File: src/rtl/ssd_display_driver_pkg.sv
// Shared definitions for the seven-segment display driver: converter FSM states,
// the active-low segment decode table and idle output constants.
package ssd_display_driver_pkg;

  typedef enum logic [1:0] {
    ST_IDLE  = 2'd0,
    ST_SHIFT = 2'd1,
    ST_DONE  = 2'd2
  } bcd_state_e;

  localparam logic [6:0] SEG_BLANK = 7'h7F;
  localparam logic [3:0] ANODE_OFF = 4'hF;

  // Segment order {g,f,e,d,c,b,a}, active-low; entry n is the glyph for digit n.
  localparam logic [0:9][6:0] SEG_TABLE = {
    7'b1000000, 7'b1111001, 7'b0100100, 7'b0110000, 7'b0011001,
    7'b0010010, 7'b0000010, 7'b1111000, 7'b0000000, 7'b0010000
  };

  function automatic logic [6:0] seg_decode(input logic [3:0] digit);
    logic [6:0] result;
    result = SEG_BLANK;
    if (digit <= 4'd9) result = SEG_TABLE[digit];
    return result;
  endfunction

endpackage

File: src/rtl/bin2bcd_seq.sv
// Sequential shift-add-3 binary-to-BCD converter: one bit per cycle, IN_W shift
// cycles per conversion, result held stable on bcd from DONE until the next start.
module bin2bcd_seq
  import ssd_display_driver_pkg::*;
#(
  parameter int IN_W = 13
) (
  input  logic            clk,
  input  logic            rst,
  input  logic            start,
  input  logic [IN_W-1:0] bin,
  output logic [15:0]     bcd,
  output logic            done,
  output logic            busy
);

  localparam int ITER_W = $clog2(IN_W);

  bcd_state_e        state_q, state_d;
  logic [IN_W-1:0]   bin_q;
  logic [15:0]       bcd_q;
  logic [15:0]       bcd_adj;
  logic [ITER_W-1:0] iter_q;
  logic              busy_q;
  logic              last_iter;

  assign last_iter = (iter_q == ITER_W'(IN_W - 1));

  // NOTE: every always_comb output gets a default first so no path can infer a latch.
  always_comb begin
    bcd_adj = bcd_q;
    for (int i = 0; i < 4; i++) begin
      if (bcd_q[4*i +: 4] >= 4'd5) bcd_adj[4*i +: 4] = bcd_q[4*i +: 4] + 4'd3;
    end
  end

  always_comb begin
    state_d = state_q;
    unique case (state_q)
      ST_IDLE:  if (start) state_d = ST_SHIFT;
      ST_SHIFT: if (last_iter) state_d = ST_DONE;
      ST_DONE:  state_d = ST_IDLE;
      default:  state_d = ST_IDLE;
    endcase
  end

  // NOTE: sequential state uses non-blocking assignments so all registers update together.
  always_ff @(posedge clk) begin
    if (rst) begin
      state_q <= ST_IDLE;
      busy_q  <= 1'b0;
    end else begin
      state_q <= state_d;
      busy_q  <= (state_d == ST_SHIFT);
    end
  end

  always_ff @(posedge clk) begin
    if (rst) begin
      bin_q  <= '0;
      bcd_q  <= '0;
      iter_q <= '0;
    end else begin
      unique case (state_q)
        ST_IDLE: begin
          if (start) begin
            bin_q  <= bin;
            bcd_q  <= '0;
            iter_q <= '0;
          end
        end
        ST_SHIFT: begin
          // Adjust then shift {bcd,bin} left by one; the bin MSB enters the BCD LSB.
          bcd_q  <= {bcd_adj[14:0], bin_q[IN_W-1]};
          bin_q  <= {bin_q[IN_W-2:0], 1'b0};
          iter_q <= iter_q + 1'b1;
        end
        default: ;
      endcase
    end
  end

  assign bcd  = bcd_q;
  assign done = (state_q == ST_DONE);
  assign busy = busy_q;

endmodule

File: src/rtl/ssd_display_driver.sv
// Four-digit multiplexed seven-segment driver for a 13-bit debug value.
// Define SSD_LZ_BLANK_EN to blank leading zero digits (digit 0 always shown).
module ssd_display_driver
  import ssd_display_driver_pkg::*;
#(
  parameter int IN_W         = 13,
  parameter int REFRESH_BITS = 18
) (
  input  logic            clk,
  input  logic            rst,
  input  logic [IN_W-1:0] num,
  output logic [3:0]      anode,
  output logic [6:0]      seg,
  output logic            busy
);

  logic [IN_W-1:0]         last_num_q;
  logic [3:0][3:0]         digit_q;
  logic [REFRESH_BITS-1:0] cnt_q;
  logic [3:0]              anode_q;
  logic [6:0]              seg_q;

  logic        start;
  logic        conv_idle;
  logic        conv_done;
  logic        conv_busy;
  logic [15:0] conv_bcd;
  logic [1:0]  sel;
  logic [3:0]  blank_mask;
  logic [6:0]  seg_d;

  assign start     = (num != last_num_q);
  assign conv_idle = !conv_busy && !conv_done;

  bin2bcd_seq #(
    .IN_W (IN_W)
  ) u_bin2bcd (
    .clk   (clk),
    .rst   (rst),
    .start (start),
    .bin   (num),
    .bcd   (conv_bcd),
    .done  (conv_done),
    .busy  (conv_busy)
  );

  assign sel = cnt_q[REFRESH_BITS-1 -: 2];

`ifdef SSD_LZ_BLANK_EN
  // A digit is blanked when it and every digit above it are zero; digit 0 never is.
  always_comb begin
    blank_mask    = 4'b0000;
    blank_mask[3] = (digit_q[3] == 4'd0);
    blank_mask[2] = blank_mask[3] && (digit_q[2] == 4'd0);
    blank_mask[1] = blank_mask[2] && (digit_q[1] == 4'd0);
  end
`else
  assign blank_mask = 4'b0000;
`endif

  assign seg_d = blank_mask[sel] ? SEG_BLANK : seg_decode(digit_q[sel]);

  always_ff @(posedge clk) begin
    if (rst) begin
      last_num_q <= '0;
      digit_q    <= '0;
      cnt_q      <= '0;
      anode_q    <= ANODE_OFF;
      seg_q      <= SEG_BLANK;
    end else begin
      cnt_q   <= cnt_q + 1'b1;
      anode_q <= ~(4'b0001 << sel);
      seg_q   <= seg_d;
      // The converter only accepts a start while idle, so last_num follows the same rule.
      if (start && conv_idle) last_num_q <= num;
      // Whole result is copied in one edge, so a partial conversion is never displayed.
      if (conv_done) digit_q <= conv_bcd;
    end
  end

  assign anode = anode_q;
  assign seg   = seg_q;
  assign busy  = conv_busy;

endmodule

File: config.mk
export PLATFORM = sky130hd
export DESIGN_NAME = ssd_display_driver
export DESIGN_NICKNAME = d
export VERILOG_FILES = /design/src/rtl/ssd_display_driver_pkg.sv /design/src/rtl/bin2bcd_seq.sv /design/src/rtl/ssd_display_driver.sv
export SDC_FILE = /design/constraint.sdc
export NUM_CORES = 1
export LEC_CHECK = 0
export CAP_MARGIN = 20
export CORE_UTILIZATION = 59
export CTS_CLUSTER_DIAMETER = 120
export DETAILED_ROUTE_END_ITERATION = 12
export HOLD_SLACK_MARGIN = 0.1
export PLACE_DENSITY = 0.82
export SLEW_MARGIN = 20
export SYNTH_ARGS = -nofsm -noshare
export SYNTH_HDL_FRONTEND = slang
export SYNTH_SLANG_ARGS = --single-unit
File: constraint.sdc
create_clock -name clk -period 2.3 [get_ports clk]
set_input_delay 0.46 -clock clk [delete_from_list [all_inputs] [get_ports clk]]
set_output_delay 0.46 -clock clk [all_outputs]
set_load 0.005 [all_outputs]
Word-level counts from Yosys, hierarchy flattened:

Memory sizes are Yosys's and may differ from the RTL's. A register that Yosys moved wholly into a read port is not among the register bits.
Cells that the tools add are included.
W data, S select, Z words.

* memories: 1
* memory bits (read-only): 112
* bits of input ports: 15
* output and inout port bits: 12
* register bits: 87

Memories
* (no name shown): depth 16, width 7, rd ports 1, clocked after memory_dff 1, wr ports 0, RTL line ssd_display_driver_pkg.sv:23 `if (digit <= 4'd9) result = SEG_TABLE[digit];`

* bitwise logic cells: 3
* shift operators: 1
* muxes and demuxes: 17
* eq/ne operators: 6
* add/subtract/negate cells: 6
* $lt $le $gt $ge: 6
* reduce and logical (&&, ||, !) cells: 8

Operators with widths (count)
* $pmux W16 S2: 1
* $pmux W13 S2: 1
* $mux W4: 5
* $add A18 B1 Y18 const B: 1
* $ge A4 B3 Y1 const B: 4
* $mux W16: 1
* $mux W13: 1
* $ne A13 B13 Y1: 1
* $add A4 B2 Y4 const B: 3
* $bmux W4 S2: 1
* $pmux W4 S2: 1
* $not A4 Y5: 1
* $add A4 B1 Y4 const B: 1
* $eq A2 B1 Y1 const B: 2
* $eq A4 B4 Y1 const B: 1
* $le A4 B4 Y1 const B: 1
* $mux W2: 2
* $not A4 Y4: 1
* $pmux W2 S2: 1
* $shl A1 B2 Y4 const A: 1
* $add A3 B2 Y3 const B: 1
* $lt A2 B3 Y1 const B: 1
* $mux W3: 1
* $reduce_or A3 Y1: 1
* 10 further kinds: 12

Logic depth before layout (Yosys ltp):

* word-level depth: 5
* mapped depth: 8

Cells and area by module:

Synthesis repeated with hierarchy kept, for this count alone.

* cell total of the unflattened synthesis: 481
* area total of the unflattened synthesis: 4345.4 um^2

By module, submodules not included
* ssd_display_driver: cells an instance 259, area an instance 2544.9 um^2, instances 1, seq. area each 1161.1 um^2
* bin2bcd_seq: cells an instance 222, area an instance 1800.5 um^2, instances 1, seq. area each 720.7 um^2

Worst setup path after synthesis:

No wires, ideal clock.

* path kind: register -> register
* start: reg cnt_q[16]
* end: reg seg_q[4] (netlist: seg[4])
* stages on the path, launching flop included: 9
* arrival: 1.691 ns
* library setup time: 0.131 ns
* path buffers: 1
* required time: 2.169 ns
* path slack: 0.477 ns
* path through: dfxtp_1 -> buf_6 -> mux4_2 -> inv_1 -> ha_1 -> nor2_1 -> o21a_1 -> nor2_2 -> o211ai_1

* word-level cells in the longest chain between the ends: 5
* elaborated cells on any way between the ends: 8
* those cells by class: 1 x order compare; 4 x mux; 2 x bitwise; 1 x reduce/logical

Ends and longest elaborated chain
* start: declaration: RTL line ssd_display_driver.sv:19 `logic [REFRESH_BITS-1:0] cnt_q;`
* start signal: assignment: RTL line ssd_display_driver.sv:71 `cnt_q <= cnt_q + 1'b1;`
* $bmux W4 S2: RTL line ssd_display_driver.sv:61 `assign seg_d = blank_mask[sel] ? SEG_BLANK : seg_decode(digit_q[sel]);`
* $mux W4 (not written as such): RTL line ssd_display_driver.sv:61
* $le A4 B4 Y1: RTL line ssd_display_driver_pkg.sv:23
* $not A1 Y1 (no line)
* $reduce_or A3 Y1 (no line)
* end: declaration: RTL line ssd_display_driver.sv:21 `logic [6:0] seg_q;`

Parallel ways exist; a longest one is shown, timed or not. The select of a mux whose other input is x is not followed.
A chain may end at the register's enable or synchronous reset.

Worst setup path after layout:

* start: in num[10]
* end: reg u_bin2bcd.iter_q[3]

* word-level cells in the longest chain between the ends: 3

Ends and longest elaborated chain
* start: declaration: RTL line ssd_display_driver.sv:11 `input logic [IN_W-1:0] num,`
* $ne A13 B13 Y1: RTL line ssd_display_driver.sv:32 `assign start = (num != last_num_q);`
* $ne A2 B2 Y1 (no line)
* $reduce_and A2 Y1 (no line)
* end signal: assignment: RTL line bin2bcd_seq.sv:76 `iter_q <= iter_q + 1'b1;`
* end: declaration: RTL line bin2bcd_seq.sv:23 `logic [ITER_W-1:0] iter_q;`

No other way between the ends.

==> impl_metrics.yaml <==
die:
  io_pins: 27
  coreArea_um2: 7330
  fp.dieW_um: 89.7
  dieArea_um2: 8040
  die_h_um: 89.7
  start_util: 0.618
  placement_rows: 31
sta:
  fmax_mhz: 499
  relSlewSlack: 0.595
  drv_slew: 0
  setup_tns_ns: 0
  hold_violations: 0
  rsz0062_at_grt: "no"
  min_period_over_period: 0.871
  finalCriticalPeriod_ns: 2.00
  finalSetupViolations: 0
  worst_pin_slew_ns: 0.603
  clock_skew_ns: 0.0134
  timing.hold.ws_ns: 0.469
yosys:
  synth_fa_ha_area_frac: 0.0414
  ys.flop_type: "dfxtp_1"
  synth-seq-cells: 94
  ys_types: 47
  synth_xor_area_frac: 0.0638
  yosys.area_share.simple: 0.187
  synth_top_family_by_area: "simple AND/OR/NAND/NOR gates"
  synth_compound_area_frac: 0.154
  netlist_area_um2: 4530
  syn-num-nets: 505
  seq_area_frac_synth: 0.415
  synth-async-reset-ratio: 0
  yosysWarnings: 0
  synth-edff-count: 0
  synthMuxAreaShare: 0.0850
  synth_cells: 475
  syn_avg_cell_area_um2: 9.54
clock_tree:
  insertion_delay_ns: 0.37
  post_cts_buffers: 0
  clk_pin_slew_worst_paths_ns: 0.10
  cts_tree: "yes"
  cts_buffer_depth: 2
  clock_sinks: 94
  h-tree-depth: 3
  hold_buffers: 0
  numCtsBuffers: 9
  cts_resized: 0
  cts_root_buffer: "clkbuf_8"
pwr:
  p_leak_nw: 1.89
  cellPowerDensity_nw_per_um2: 580
  ir_worst_vdd_mv: 0.378
detailed_routing:
  drt_first_iter_violations: 186
  wire_per_inst_um: 14.4
  ant_nets: 0
  via_per_inst: 5.44
  drc: 0
  drt_pass1_iterations: 4
  vias: 3365
  drt_wl_total_um: 8890
global_routing:
  grt_pass1_wl_um: 14800
  grt_use_total: 0.243
  met3_usage: 0.0484
  grt_util_met1: 0.315
  overflow: 0
  grt_pass1_vias: 3158
  grt_antenna_before_repair: 0
  met2_usage: 0.399
  grt_max_degree: 57
  busiest_layer: "met2"
place:
  io_buffers: 26
  finalWeightedCongestion: 0.803
  place_hpwl_um: 6290
  placed_cell_area_um2: 5010
  placedCellCount: 602
final_layout:
  layout.nets: 544
  mostFrequentLayoutCell: "dfxtp_1"
  drive_gt1_frac: 0.173
  area.growth.synth_to_final_pct: 14.7
  final_cell_mix: "dfxtp_1 (94), nand2_1 (49), nor2_1 (42)"
  diodes: 0
  fin_area_um2: 5200
  finish.utilization: 0.710
  fin_cells: 618
critical_path:
  cpPeakStageDelay_ns: 0.53
  path_class: "in2reg"
  worst_ep_required_time_ns: 2.60
  cp.arrival_ns: 2.30
  r2r_end: "seg[3]$_SDFF_PP1_"
  setup.worst_path.start: "num[10]"
  worstReg2RegStart: "cnt_q[16]$_SDFF_PP0_"
  critPathCaptureType: "flip-flop"
  slowest_stage: "o41a_2"
  r2r_setup_slack_ns: 0.34
  r2r_cells: 7
  critPathLaunchType: "input port"
  crit_path_cell_trace: "clkdlybuf4s50_1, xnor2_1, nand4_1, o41a_2, buf_12, nand2b_1, a21oi_1"
  cp-endpoint: "u_bin2bcd.iter_q[3]$_SDFFE_PP0P_"
  critPathMaxFanout: 23
flow_run:
  max-cap-violations: 0
worst_hold_path:
  hold_path_class: "in2reg"
run_status:
  outcome: "finished, final reports clean"
## state kept, by name, indices dropped and copies added, names as in the netlist
register,cells
u_bin2bcd.state_q,2
u_bin2bcd.bin_q,13
seg,7
u_bin2bcd.iter_q,4
cnt_q,18
anode,4
u_bin2bcd.bcd,16
last_num_q,13
digit_q,16
u_bin2bcd.busy,1
## worst min path at each step
stage	startpoint	endpoint	slack (ns)	depth (start not counted)
floorplan	digit_q[10]$_SDFFE_PP0P_	digit_q[10]$_SDFFE_PP0P_	0.43	2
global placement	digit_q[8]$_SDFFE_PP0P_	digit_q[8]$_SDFFE_PP0P_	0.44	2
detailed placement	digit_q[11]$_SDFFE_PP0P_	digit_q[11]$_SDFFE_PP0P_	0.46	2
CTS	rst	u_bin2bcd.bcd[0]$_SDFFE_PP0P_	0.46	2
global route	rst	u_bin2bcd.bcd[0]$_SDFFE_PP0P_	0.47	2
finish	rst	u_bin2bcd.bcd[0]$_SDFFE_PP0P_	0.47	2
## synthesized netlist by cell type, types with 12 or more instances
master,number,area share
xnor2_1,21,0.041
nand2b_1,33,0.046
dfxtp_1,94,0.42
mux2i_1,25,0.055
xor2_1,12,0.023
inv_1,22,0.018
a21oi_1,31,0.034
nor2_1,42,0.035
ha_1,15,0.041
o32ai_2,15,0.054
clkbuf_1,13,0.011
nand2_1,49,0.041
## stage by stage
| stage | worst slack, ns | power (mW) |
|---|---|---|
| detailed placement | -0.0904 | 2.00 |
| finish | 0.296 | 3.02 |
| global placement | -0.0651 | 1.99 |
| floorplan | 0.477 | 1.88 |
| CTS | 0.300 | 3.04 |
| global route | 0.152 | 3.14 |
## logic make-up (layout without fill, tap and decap cells)
logic type      after synthesis  in the layout
simple gates                172            172
flops                        94             94
compound gates               79             79
buf+inv                      49             93
xor+xnor                     33             33
mux                          33             33
fa+ha+maj                    15             15
## cell type report
type                       instances  area, µm²
fill                             512       2130
timing repair buffer              55        513
inverter                          22       82.6
tap                               99        124
clock inverter                     6       51.3
sequential                        94       1880
multi-input combinational        332       2410
clock buffer                      10        138
## worst max-delay path, delay by kind of cell
kind | cells | cell delay [ns]
xor gates and xnor gates | 1 | 0.25
buffers and inverters | 2 | 0.61
AOI/OAI and AO/OA | 2 | 0.65
and+or+nand+nor | 2 | 0.32
## layer usage
layer | wire (µm) | vias up
li1 | - | 1708
met1 | 4130 | 1595
met2 | 4360 | 40
met3 | 194 | 22
met4 | 205 | 0
met5 | 0 | -
## where the power goes
| group | switching (mW) | leakage, nW | internal (mW) |
|---|---|---|---|
| sequential | 0.0301 | 0.767 | 1.67 |
| clock | 0.612 | 0.100 | 0.444 |
| combinational | 0.121 | 1.03 | 0.140 |
| total | 0.764 | 1.89 | 2.25 |
No activity file was read; power rests on OpenSTA's default activity.
